==> src/rtl/button_debouncer.sv <==
// Push-button front end: 2-flop synchroniser, debounce FSM, press/release/long pulses, press counter.
// Define BTN_AUTO_REPEAT_EN to make a held button (past the long-press point) repeat oPRESS.
module button_debouncer #(
    parameter int DEBOUNCE_CYCLES = 16,
    parameter int LONG_CYCLES     = 64,
    parameter int REPEAT_CYCLES   = 32,
    parameter int CNT_W           = 8
) (
    input  logic             iCLK,
    input  logic             iRST,
    input  logic             iBTN,
    output logic             oLEVEL,
    output logic             oPRESS,
    output logic             oRELEASE,
    output logic             oLONG,
    output logic [CNT_W-1:0] oCOUNT
);

    localparam int DW  = (DEBOUNCE_CYCLES > 1) ? $clog2(DEBOUNCE_CYCLES) : 1;
    localparam int HW  = (LONG_CYCLES > 1) ? $clog2(LONG_CYCLES) : 1;
    localparam logic [DW-1:0] D_LAST = DW'(DEBOUNCE_CYCLES - 1);
    localparam logic [HW-1:0] H_LAST = HW'(LONG_CYCLES - 1);

    if (DEBOUNCE_CYCLES < 1 || LONG_CYCLES <= DEBOUNCE_CYCLES || REPEAT_CYCLES < 1) begin : g_bad_params
        $error("button_debouncer: illegal parameter combination");
    end

    typedef enum logic [2:0] {
        IDLE       = 3'd0,
        PRESS_WAIT = 3'd1,
        PRESSED    = 3'd2,
        HOLD       = 3'd3,
        REL_WAIT   = 3'd4
    } state_t;

    state_t           state_q, state_d;
    logic             sync1_q, s_q;
    logic [DW-1:0]    dcnt_q, dcnt_d;
    logic [HW-1:0]    hcnt_q, hcnt_d;
    logic             long_done_q, long_done_d;
    logic             level_q, level_d;
    logic             press_q, press_d;
    logic             release_q, release_d;
    logic             long_q, long_d;
    logic [CNT_W-1:0] count_q, count_d;
    logic             d_done, h_done;

`ifdef BTN_AUTO_REPEAT_EN
    localparam int RW = (REPEAT_CYCLES > 1) ? $clog2(REPEAT_CYCLES) : 1;
    localparam logic [RW-1:0] R_LAST = RW'(REPEAT_CYCLES - 1);
    logic [RW-1:0] rcnt_q, rcnt_d;
    logic          r_done;
    assign r_done = (rcnt_q == R_LAST);
`endif

    assign d_done = (dcnt_q == D_LAST);
    assign h_done = (hcnt_q == H_LAST);

    always_ff @(posedge iCLK) begin
        if (iRST) begin
            state_q     <= IDLE;
            sync1_q     <= 1'b0;
            s_q         <= 1'b0;
            dcnt_q      <= '0;
            hcnt_q      <= '0;
            long_done_q <= 1'b0;
            level_q     <= 1'b0;
            press_q     <= 1'b0;
            release_q   <= 1'b0;
            long_q      <= 1'b0;
            count_q     <= '0;
`ifdef BTN_AUTO_REPEAT_EN
            rcnt_q      <= '0;
`endif
        end else begin
            state_q     <= state_d;
            sync1_q     <= iBTN;
            s_q         <= sync1_q;
            dcnt_q      <= dcnt_d;
            hcnt_q      <= hcnt_d;
            long_done_q <= long_done_d;
            level_q     <= level_d;
            press_q     <= press_d;
            release_q   <= release_d;
            long_q      <= long_d;
            count_q     <= count_d;
`ifdef BTN_AUTO_REPEAT_EN
            rcnt_q      <= rcnt_d;
`endif
        end
    end

    always_comb begin
        state_d = state_q;
        case (state_q)
            IDLE:       if (s_q) state_d = PRESS_WAIT;
            PRESS_WAIT: if (!s_q) state_d = IDLE;
                        else if (d_done) state_d = PRESSED;
            PRESSED:    if (!s_q) state_d = REL_WAIT;
                        else if (h_done) state_d = HOLD;
            HOLD:       if (!s_q) state_d = REL_WAIT;
            // A short dip while pressed returns to where it left off.
            REL_WAIT:   if (s_q) state_d = long_done_q ? HOLD : PRESSED;
                        else if (d_done) state_d = IDLE;
            default:    state_d = IDLE;
        endcase
    end

    always_comb begin
        dcnt_d      = dcnt_q;
        hcnt_d      = hcnt_q;
        long_done_d = long_done_q;
        level_d     = level_q;
        press_d     = 1'b0;
        release_d   = 1'b0;
        long_d      = 1'b0;
        count_d     = count_q;
`ifdef BTN_AUTO_REPEAT_EN
        rcnt_d      = rcnt_q;
`endif
        case (state_q)
            IDLE: begin
                if (s_q) dcnt_d = '0;
            end
            PRESS_WAIT: begin
                if (s_q) begin
                    if (d_done) begin
                        level_d = 1'b1;
                        press_d = 1'b1;
                        count_d = count_q + 1'b1;
                        hcnt_d  = '0;
                    end else begin
                        dcnt_d = dcnt_q + 1'b1;
                    end
                end
            end
            PRESSED: begin
                if (!s_q) begin
                    dcnt_d      = '0;
                    long_done_d = 1'b0;
                end else if (h_done) begin
                    long_d = 1'b1;
`ifdef BTN_AUTO_REPEAT_EN
                    rcnt_d = '0;
`endif
                end else begin
                    hcnt_d = hcnt_q + 1'b1;
                end
            end
            HOLD: begin
                if (!s_q) begin
                    dcnt_d      = '0;
                    long_done_d = 1'b1;
                end
`ifdef BTN_AUTO_REPEAT_EN
                else if (r_done) begin
                    press_d = 1'b1;
                    count_d = count_q + 1'b1;
                    rcnt_d  = '0;
                end else begin
                    rcnt_d = rcnt_q + 1'b1;
                end
`endif
            end
            REL_WAIT: begin
                if (!s_q) begin
                    if (d_done) begin
                        level_d   = 1'b0;
                        release_d = 1'b1;
                    end else begin
                        dcnt_d = dcnt_q + 1'b1;
                    end
                end
            end
            default: begin
                dcnt_d = '0;
            end
        endcase
    end

    always_comb begin
        oLEVEL   = level_q;
        oPRESS   = press_q;
        oRELEASE = release_q;
        oLONG    = long_q;
        oCOUNT   = count_q;
    end

endmodule
==> config.mk <==
export PLATFORM = sky130hd
export DESIGN_NAME = button_debouncer
export DESIGN_NICKNAME = d
export VERILOG_FILES = /design/src/rtl/button_debouncer.sv
export SDC_FILE = /design/constraint.sdc
export NUM_CORES = 1
export LEC_CHECK = 0
export ABC_CLOCK_PERIOD_IN_PS = 1700
export BUFFER_PORTS_ARGS = -buffer_cell sky130_fd_sc_hd__buf_2
export CAP_MARGIN = 25
export CORE_UTILIZATION = 37
export DETAILED_ROUTE_END_ITERATION = 10
export PLACE_DENSITY_LB_ADDON = 0.3
export SLEW_MARGIN = 0
export SYNTH_ARGS = -nofsm -noshare
export SYNTH_HDL_FRONTEND = slang
export SYNTH_SLANG_ARGS = --single-unit
==> constraint.sdc <==
create_clock -name iCLK -period 1.7 [get_ports iCLK]
set_input_delay 0.17 -clock iCLK [delete_from_list [all_inputs] [get_ports iCLK]]
set_output_delay 0.17 -clock iCLK [all_outputs]
set_load 0.02 [all_outputs]
Yosys cells after proc, flatten, opt, wreduce, memory -nomap -nowiden
Cells that the tools add are included.
{"block": "totals", "reg_bits": 28, "inputBits": 3, "out_inout_bits": 12, "wordCells": 82}
{"block": "op_classes", "addsub": 3, "bitwise": 4, "n_eq_ne": 19, "n_reduce_logical": 14, "mux": 31}
{"operator": "3-bit two-way mux", "n": 8}
{"operator": "6-bit two-way mux", "n": 4}
{"operator": "4-bit two-way mux", "n": 5}
{"operator": "2-bit != test (second input constant)", "n": 10}
{"operator": "4-bit one-hot mux with 4 select lines", "n": 1}
{"operator": "3-bit one-hot mux with 5 select lines", "n": 1}
{"operator": "5-bit AND reduction", "n": 3}
{"operator": "6-bit one-hot mux with 2 select lines", "n": 1}
{"operator": "1-bit two-way mux", "n": 9}
{"operator": "3-bit != test (second input constant)", "n": 3}
{"operator": "3-bit OR reduction", "n": 3}
{"operator": "8-bit by 1-bit adder with 8-bit output (second input constant)", "n": 1}
{"operator": "6-bit by 1-bit adder with 6-bit output (second input constant)", "n": 1}
{"operator": "3-bit by 2-bit equality test with 1-bit output (second input constant)", "n": 2}
{"operator": "6-bit equality test (second input constant)", "n": 1}
{"operator": "3-bit AND reduction", "n": 2}
{"operator": "2-bit nonzero test", "n": 3}
{"operator": "4-bit by 1-bit adder with 4-bit output (second input constant)", "n": 1}
{"operator": "4-bit equality test (second input constant)", "n": 1}
{"operator": "1-bit NOT", "n": 4}
{"operator": "1-bit one-hot mux with 2 select lines", "n": 2}
{"operator": "4-bit AND reduction", "n": 1}
{"operator": "3-bit by 1-bit equality test with 1-bit output (second input constant)", "n": 1}
{"operator": "3-bit equality test (second input constant)", "n": 1}
{"operator": "other kinds (2)", "n": 2}

Longest topological paths before layout
Gate-level depths: netlist (run 1).
{"block": "logic_depth", "depth_word": 4, "depth_mapped": 6, "mapped_depth_nobuf": 6}

Least setup slack after synthesis (run 1)
Ideal clock, no wire load.
{"block": "synth_timing", "kind": "reg-to-reg", "from": "reg dcnt_q[0]", "to": "reg count_q[7], in the netlist oCOUNT[7]", "t_required_ns": 1.629, "path_buffers": 0, "setup_time_ns": 0.071, "synth_period_minus_slack_ns": 1.685, "arrival_time_ns": 1.615, "path_stages_with_launch": 7, "setup_slack_ns": 0.015, "cell_sequence": "dfxtp_1 -> ha_1 -> nand3_2 -> nor3_4 -> nand3_2 -> or3_1 -> a21oi_1"}
{"block": "synth_via", "elab_chain_cells": 2}
{"item": "start: declaration", "line_no": "38", "text": "logic [DW-1:0] dcnt_q, dcnt_d;"}
{"item": "start signal: assignment", "line_no": "79", "text": "dcnt_q <= dcnt_d;"}
{"item": "4-bit equality test", "line_no": "56", "text": "assign d_done = (dcnt_q == D_LAST);"}
{"item": "3-bit AND reduction (no source line)"}
{"item": "end signal: assignment", "line_no": "86", "text": "count_q <= count_d;"}
{"item": "end: declaration", "line_no": "45", "text": "logic [CNT_W-1:0] count_q, count_d;"}
Every way passes these cells.
A chain may end at the register's enable or synchronous reset.

Worst setup path in the final report (run 1)
{"block": "layout_timing", "from": "reg dcnt_q[0]", "to": "reg dcnt_q[3]"}
{"block": "layout_via", "elab_chain_cells": 4, "word_cells_on_any_way": 6, "classes_between": "add/sub (1); eq/ne (1); mux (4)"}
{"item": "4-bit by 1-bit adder with 4-bit output or 4-bit equality test (tied branches)", "line_no": "133, 171, 56"}
{"item": "4-bit two-way mux (*)", "line_no": "127, 167"}
{"item": "4-bit two-way mux (on tied branches)", "line_no": "166, 126"}
{"item": "4-bit one-hot mux with 4 select lines (*)", "line_no": "121", "text": "case (state_q)"}
Every way passes the cells marked *; elsewhere a longest branch is shown, timed or not. The select of a mux whose other input is x is not followed.

==> impl_metrics.tcl, run 1 <==
set metrics [dict create \
    min-delay-start "iBTN" \
    avgViaCountPerCell 5.47 \
    synth_seq_cells 28 \
    top_layer_used "met4" \
    status "finished, final reports clean" \
    fin_crit_sh_pct 95.6 \
    post-dp-hpwl_um 2020 \
    crit_type "flop to flop" \
    ctsHoldBuffers 0 \
    rows 21 \
    setup.worst_path.start "dcnt_q[0]$_SDFFE_PP0P_" \
    critPathCaptureType "flop" \
    yosysSeqAreaShare_pct 41.6 \
    place_congestion 0.814 \
    synth_edf_count 0 \
    wl_per_cell_um 12.7 \
    start_util_pct 39.4 \
    path_clk_slew_ns 0.14 \
    grt_pass1_vias 1103 \
    clockBufferDepth 2 \
    layout_min_cycle_time_ns 1.62 \
    cp_max_fo 5 \
    vias 1236 \
    synthesis.area_mm2 0.00135 \
    totalPowerFinal_uw 1140 \
    track_usage_pct 15.1 \
    synth_ff_type "dfxtp_1" \
    grt_pass1_wl_um 4850 \
    synth_area_leaders "dfxtp_1 42%, nor2_1 5.0%, a21oi_1 4.5%, xor2_1 3.9%, nor3_1 3.3%" \
    holdPathStages 2 \
    clockRootBuffer "clkbuf_4" \
    ir_drop_mv 0.439 \
    drive_gt1_share_pct 25.0 \
    required_ns 1.96 \
    dr_wl_met3_um 76 \
    cts_tree "done" \
    port_buffers 14 \
    synth_most_common_cell "dfxtp_1" \
    r2r_cells 5 \
    synth_warnings 0 \
    hold_viol_final 0 \
    synth-async-reset-ratio_pct 0 \
    dieArea_mm2 0.00388 \
    clkSinkCount 28 \
    die_x_um 62.3 \
    leakage_uw 0.000662 \
    worst_slew_pin_slew_ns 0.519 \
    totalWireLength_um 2860 \
    synth_top_area_cell "dfxtp_1" \
    ant_nets 0 \
    critPathArrivalTime_ns 1.88 \
    postSynthCellCount 157 \
    drt_first_iter_violations 41 \
    pin_count 15 \
    power_per_cell_area_mw_per_mm2 698 \
    wl_met2_um 1390 \
    critPathLaunchType "flop" \
    clock.fmax_mhz 616 \
    whs_ns 0.0516 \
    coreArea_mm2 0.00342 \
    diodes 0 \
    reg2reg_from "dcnt_q[0]$_SDFFE_PP0P_" \
    finalMaxSlewViolations 0 \
    grt_max_degree 29 \
    fin_skew_ns 0.0148 \
    synthTopCellsByCount "28 x dfxtp_1, 18 x nor2_1, 12 x a21oi_1" \
    maxCapViolations 0 \
    clkLatencyLatePin_ns 0.33 \
    synth.distinct_cells 38 \
    synth_nets 163 \
    setup_violations 0 \
    route.detailed.drc 0 \
    fillers 323 \
    rsz0062_at_grt "true" \
    htree_num_levels 1 \
    wl_met1_um 1360 \
    avgSynthCellArea_um2 8.58 \
    maxSlewHeadroom_pct 65.4 \
    min_path_type "input port to flop" \
    dr.pass1.iters 4 \
    antenna_found_initial 0 \
    cts_buffers 3 \
    nets 187 \
    grt_overflow 0 \
    yosys.area.top_type_share_pct 41.6 \
    die_h_um 62.3 \
    syn_to_final_growth_pct 21.2 \
]
through the flow:
step	setup slack [ns]	util [%]	cells	setup TNS [ns]	cell area, µm²
final	0.0755	47.8	226	0	1630
after global routing	-0.0168	47.8	226	-0.0168	1630
after CTS	0.00486	46.7	226	0	1590
after detailed placement	-0.0111	45.0	222	-0.0136	1540
after global placement	0.0362	45.0	222	0	1540
after floorplan	0.0145	-	157	0	1350
routing by layer:
layer | vias to the layer above | global-route usage, %
met1 | 588 | 18.8
met4 | 0 | 4.36
met5 | - | 0
met2 | 24 | 27.2
met3 | 4 | 1.65
li1 | 620 | -
final timing paths:
path,end,slack [ns]
hold / removal,sync1_q$_SDFF_PP0_,0.05
hold reg to reg,s_q$_SDFF_PP0_,0.46
setup / recovery,dcnt_q[3]$_SDFFE_PP0P_,0.08
setup reg to reg,dcnt_q[3]$_SDFFE_PP0P_,0.08
registers in the layout (all words and copies together) (netlist names):
register / flops
s_q: 1
oLONG: 1
long_done_q: 1
oLEVEL: 1
hcnt_q: 6
sync1_q: 1
oRELEASE: 1
oCOUNT: 8
oPRESS: 1
dcnt_q: 4
state_q: 3
worst max-delay path: stages (launching register included):
cell	delay, ns
dfxtp_4	0.39
ha_4	0.18
and3_4	0.18
o211a_1	0.22
or4_1	0.47
a21oi_1	0.13
layout by cell type, fill, tap and decap left out, drive strengths merged, types with 6 or more instances in the layout:
master / Yosys / routed
dfxtp: 28 / 28
buf: 3 / 27
nor2: 18 / 18
a21oi: 12 / 12
nand2: 11 / 11
nor3: 10 / 10
o21ai: 10 / 10
nand4: 7 / 7
xor2: 6 / 6
nor2b: 6 / 6
area by class of cell:
class	count	area [µm²]	share of cell area (%)
Multi-Input combinational cell	120	778	47.7
Sequential cell	28	568	34.8
Timing Repair Buffer	27	171	10.5
Tap cell	46	57.6	3.53
Clock inverter	1	30.0	1.84
Clock buffer	3	22.5	1.38
Inverter	1	3.75	0.230
report_power, final:
group	internal [µW]	switching (µW)	total (µW)	leakage (µW)
combinational	15.8	25.3	41.1	0.000406
sequential	659	6.86	666	0.000228
clock	238	194	432	0.0000279
cells by family (layout without fill, tap and decap cells):
logic type | Yosys count | count (layout) | share of synthesized area (%)
buf+inv | 9 | 32 | 2.79
flops | 28 | 28 | 41.6
xor+xnor | 7 | 7 | 4.55
mux | 3 | 3 | 2.23
fa+ha+maj | 3 | 3 | 2.79
compound gates | 33 | 33 | 14.6
simple gates | 74 | 74 | 31.4
timing repair:
| action | in CTS | in global routing |
|---|---|---|
| setup buffers | 0 | 0 |
| setup endpoints to repair | 2 | 13 |
| gates resized for setup | 2 | 10 |
| pin swaps | 0 | 3 |
| gates cloned | 0 | 0 |
Power figures use the tool's default switching activity.
==> run 2, diff against run 1 <==
Settings changed: CORE_MARGIN from default to 4.
==> impl_metrics.tcl, run 2 (synthesis results as in run 1) <==
set metrics [dict create \
    htree_num_levels 1 \
    clockRootBuffer "clkbuf_4" \
    grt_pass1_wl_um 4980 \
    pwr-share-seq_pct 58.5 \
    intPower_uw 914 \
    avgViaCountPerCell 5.45 \
    use_met1_pct 16.9 \
    p_clk_share_pct 37.9 \
    critPathCaptureType "flop" \
    grt_pass1_vias 1208 \
    ir_drop_mv 0.357 \
    die_x_um 68.3 \
    grt_max_degree 29 \
    clockBufferDepth 2 \
    cp_max_fo 5 \
    diodes 0 \
    critPathArrivalTime_ns 1.95 \
    comb_power_share_pct 3.6 \
    start_util_pct 39.4 \
    place_congestion 0.791 \
    layout_min_cycle_time_ns 1.67 \
    p_switching_uw 227 \
    totalPowerFinal_uw 1140 \
    path_clk_slew_ns 0.14 \
    hold_viol_final 0 \
    met3_usage_pct 2.30 \
    maxCapViolations 0 \
    rows 21 \
    swShare_pct 19.9 \
    dr.pass1.iters 4 \
    power_per_cell_area_mw_per_mm2 681 \
    post-dp-hpwl_um 2020 \
    finalMaxSlewViolations 0 \
    vias 1249 \
    met2_usage_pct 23.7 \
    fin_crit_sh_pct 98.4 \
    coreArea_mm2 0.00342 \
    crit_type "flop to flop" \
    ant_nets 0 \
    totalWireLength_um 3060 \
    drive_gt1_share_pct 30.1 \
    dieArea_mm2 0.00467 \
    cts_tree "done" \
    syn_to_final_growth_pct 24.5 \
    final_common_cell "dfxtp_1" \
    antenna_found_initial 0 \
    clkSinkCount 28 \
    wl_per_cell_um 13.4 \
    critPathLaunchType "flop" \
    required_ns 1.97 \
    min_path_type "input port to flop" \
    final_util_pct 49.1 \
    maxSlewHeadroom_pct 64.9 \
    clock.fmax_mhz 598 \
    worst_slew_pin_slew_ns 0.526 \
    track_usage_pct 13.9 \
    setup_violations 0 \
    die_h_um 68.3 \
    port_buffers 14 \
    cts_buffers 3 \
    nets 190 \
    route.detailed.drc 0 \
    pin_count 15 \
    status "finished, final reports clean" \
    fin_skew_ns 0.00797 \
    drt_first_iter_violations 51 \
    final_cell_mix "21 x dfxtp_1, 18 x nor2_1, 16 x buf_4" \
    top_usage_layer "met2" \
    largest_reg_flops 8 \
    leakage_uw 0.000673 \
    grt_overflow 0 \
    clkLatencyLatePin_ns 0.33 \
]
run 2: power groups by stage:
| stage | Sequential, µW | Combinational (µW) | Clock, µW |
|---|---|---|---|
| 3_3_place_gp | 681 | 37.7 | 0 |
| 2_1_floorplan | 678 | 28.6 | 0 |
| 5_1_grt | 669 | 45.3 | 461 |
| 4_1_cts | 667 | 38.7 | 454 |
| 6_report | 668 | 41.0 | 432 |
| 3_5_place_dp | 681 | 38.0 | 0 |
run 2: final timing paths:
check | start | to | slack (ns) | depth (start not counted)
worst max-delay path | dcnt_q[0]$_SDFFE_PP0P_ | dcnt_q[3]$_SDFFE_PP0P_ | 0.03 | 5
worst min register to register | sync1_q$_SDFF_PP0_ | s_q$_SDFF_PP0_ | 0.45 | 1
worst max register to register | dcnt_q[0]$_SDFFE_PP0P_ | dcnt_q[3]$_SDFFE_PP0P_ | 0.03 | 5
worst min-delay path | iBTN | sync1_q$_SDFF_PP0_ | 0.04 | 2
run 2: layer usage:
layer  up-vias  share of wire [%]
li1        623                  -
met1       587                 46
met2        32                 48
met3         7                3.5
met4         0                1.9
met5         -                  0
run 2: timing repair:
item,CTS,global route
endpoints found under the setup margin,4,7
buffers inserted,2,3
pin swaps,0,4
gates resized for setup,4,14
hold buffers,0,0
run 2: stage by stage:
step | setup TNS, ns | area [µm²] | cells | hold WS, ns | setup slack [ns]
after floorplan | 0 | 1350 | 157 | 0.298 | 0.0145
after global placement | 0 | 1520 | 220 | 0.381 | 0.0140
after detailed placement | -0.0861 | 1520 | 220 | 0.385 | -0.0597
after CTS | 0 | 1600 | 226 | 0.0238 | 0.00233
after global routing | -0.00452 | 1680 | 229 | 0.0307 | -0.00452
final | 0 | 1680 | 229 | 0.0395 | 0.0276
run 2: layout make-up:
class,count,area (µm²)
clock buffer,3,22.5
clock inverter,1,30.0
fill,333,1740
inverter,1,3.75
multi-input combinational,120,803
sequential,28,569
tap,46,57.6
timing repair buffer,30,190
run 2: critical path: stages, from the launching register on:
cell	delay, ns
dfxtp_2	0.36
ha_2	0.22
and3_4	0.20
o211a_4	0.24
or4_4	0.48
a21oi_2	0.12
==> run 3, diff against run 2 <==
Settings changed: RECOVER_POWER from default to 50.
==> impl_metrics.tcl, run 3 (synthesis results as in run 1) <==
set metrics [dict create \
    status "finished, final reports clean" \
    final_cell_mix "21 x dfxtp_1, 18 x nor2_1, 16 x buf_4" \
    crit_type "flop to flop" \
    die_x_um 68.3 \
    vias 1250 \
    hold_viol_final 0 \
    clockBufferDepth 2 \
    rows 21 \
    endpoint "dcnt_q[3]$_SDFFE_PP0P_" \
    leakage_uw 0.000620 \
    coreArea_mm2 0.00342 \
    placed_area_mm2 0.00152 \
    htree_num_levels 1 \
    critPathCaptureType "flop" \
    syn_to_final_growth_pct 23.4 \
    start_util_pct 39.4 \
    nets 190 \
    finalMaxSlewViolations 0 \
    p_switching_uw 227 \
    pwr-share-seq_pct 58.5 \
    clkLatencyLatePin_ns 0.33 \
    critPathLaunchType "flop" \
    worst_slew_pin_slew_ns 0.518 \
    cts_buffers 3 \
    drive_gt1_share_pct 23.5 \
    layout_min_cycle_time_ns 1.67 \
    finalInstanceArea_mm2 0.00166 \
    comb_power_share_pct 3.6 \
    grt_max_degree 29 \
    place_congestion 0.791 \
    r2r_end "dcnt_q[3]$_SDFFE_PP0P_" \
    ir_drop_mv 0.358 \
    setup.worst_path.start "dcnt_q[0]$_SDFFE_PP0P_" \
    clkSinkCount 28 \
    totalWireLength_um 3040 \
    largest_reg_flops 8 \
    setup_violations 0 \
    fin_skew_ns 0.00826 \
    totalPowerFinal_uw 1140 \
    reg2reg_from "dcnt_q[0]$_SDFFE_PP0P_" \
    critPathArrivalTime_ns 1.95 \
    final_common_cell "dfxtp_1" \
    grt_pass1_wl_um 4980 \
    fin_crit_sh_pct 98.4 \
    maxSlewHeadroom_pct 65.4 \
    dr.pass1.iters 4 \
    clockRootBuffer "clkbuf_4" \
    port_buffers 14 \
    cts_tree "done" \
    r2r_cells 5 \
    post-dp-hpwl_um 2020 \
    cp_max_fo 5 \
    route.detailed.drc 0 \
    drt_first_iter_violations 58 \
    avgViaCountPerCell 5.46 \
    path_clk_slew_ns 0.14 \
    min_path_type "input port to flop" \
    r2r_slack_ns 0.03 \
    diodes 0 \
    intPower_uw 914 \
    track_usage_pct 13.9 \
    grt_pass1_vias 1208 \
    pin_count 15 \
    maxCapViolations 0 \
    required_ns 1.97 \
    p_clk_share_pct 37.9 \
    wl_per_cell_um 13.3 \
    antenna_found_initial 0 \
    power_per_cell_area_mw_per_mm2 687 \
    dieArea_mm2 0.00467 \
    swShare_pct 19.9 \
    grt_overflow 0 \
    clock.fmax_mhz 598 \
    die_h_um 68.3 \
    ant_nets 0 \
]
run 3: area by class of cell:
| class | instances | area [µm²] |
|---|---|---|
| fillers | 337 | 1750 |
| multi-input cells | 120 | 803 |
| flip-flops and latches | 28 | 569 |
| repair buffers | 30 | 175 |
| well taps | 46 | 57.6 |
| clock inverters | 1 | 30.0 |
| clock buffers | 3 | 22.5 |
| inverters | 1 | 3.75 |
run 3: per-stage QoR:
| step | std cells | util (%) | hold slack (ns) | setup slack [ns] | TNS [ns] |
|---|---|---|---|---|---|
| after floorplan | 157 | - | 0.298 | 0.0145 | 0 |
| after global placement | 220 | 44.6 | 0.381 | 0.0140 | 0 |
| after detailed placement | 220 | 44.6 | 0.385 | -0.0597 | -0.0861 |
| after CTS | 226 | 47.0 | 0.0238 | 0.00233 | 0 |
| after global routing | 229 | 48.6 | 0.0307 | -0.00452 | -0.00464 |
| final | 229 | 48.6 | 0.0393 | 0.0275 | 0 |
run 3: worst max-delay path, cell delays in order (launching register included):
cell and delay [ns]:
dfxtp_2 0.36, ha_2 0.22, and3_4 0.20, o211a_4 0.24, or4_4 0.48, a21oi_2 0.11
run 3: how the worst min path moves through the flow:
stage          startpoint                 end  slack (ns)  cells past startpoint
2_1_floorplan        iBTN  sync1_q$_SDFF_PP0_        0.30                      1
3_3_place_gp         iBTN  sync1_q$_SDFF_PP0_        0.38                      2
3_5_place_dp         iBTN  sync1_q$_SDFF_PP0_        0.38                      2
4_1_cts              iBTN  sync1_q$_SDFF_PP0_        0.02                      2
5_1_grt              iBTN  sync1_q$_SDFF_PP0_        0.03                      2
6_report             iBTN  sync1_q$_SDFF_PP0_        0.04                      2
run 3: metal layers:
layer | vias to the layer above | track usage (%) | part of all wire, %
li1 | 626 | - | -
met1 | 580 | 16.9 | 45
met2 | 35 | 23.7 | 49
met3 | 9 | 2.30 | 4.1
met4 | 0 | 6.20 | 2.2
met5 | - | 0 | 0
run 3: power by group through the flow:
stage | registers [µW] | logic, µW | clock network [µW]
floorplan | 678 | 28.6 | 0
detailed placement | 681 | 38.0 | 0
CTS | 667 | 38.7 | 454
finish | 668 | 40.9 | 433
global route | 669 | 45.3 | 461
global placement | 681 | 37.7 | 0
run 3: what timing repair did:
item | 4_1_cts | 5_1_grt
endpoints found under the setup margin | 4 | 7
resized for setup | 4 | 14
pin swaps | 0 | 4
buffers inserted | 2 | 3
hold buffers | 0 | 0
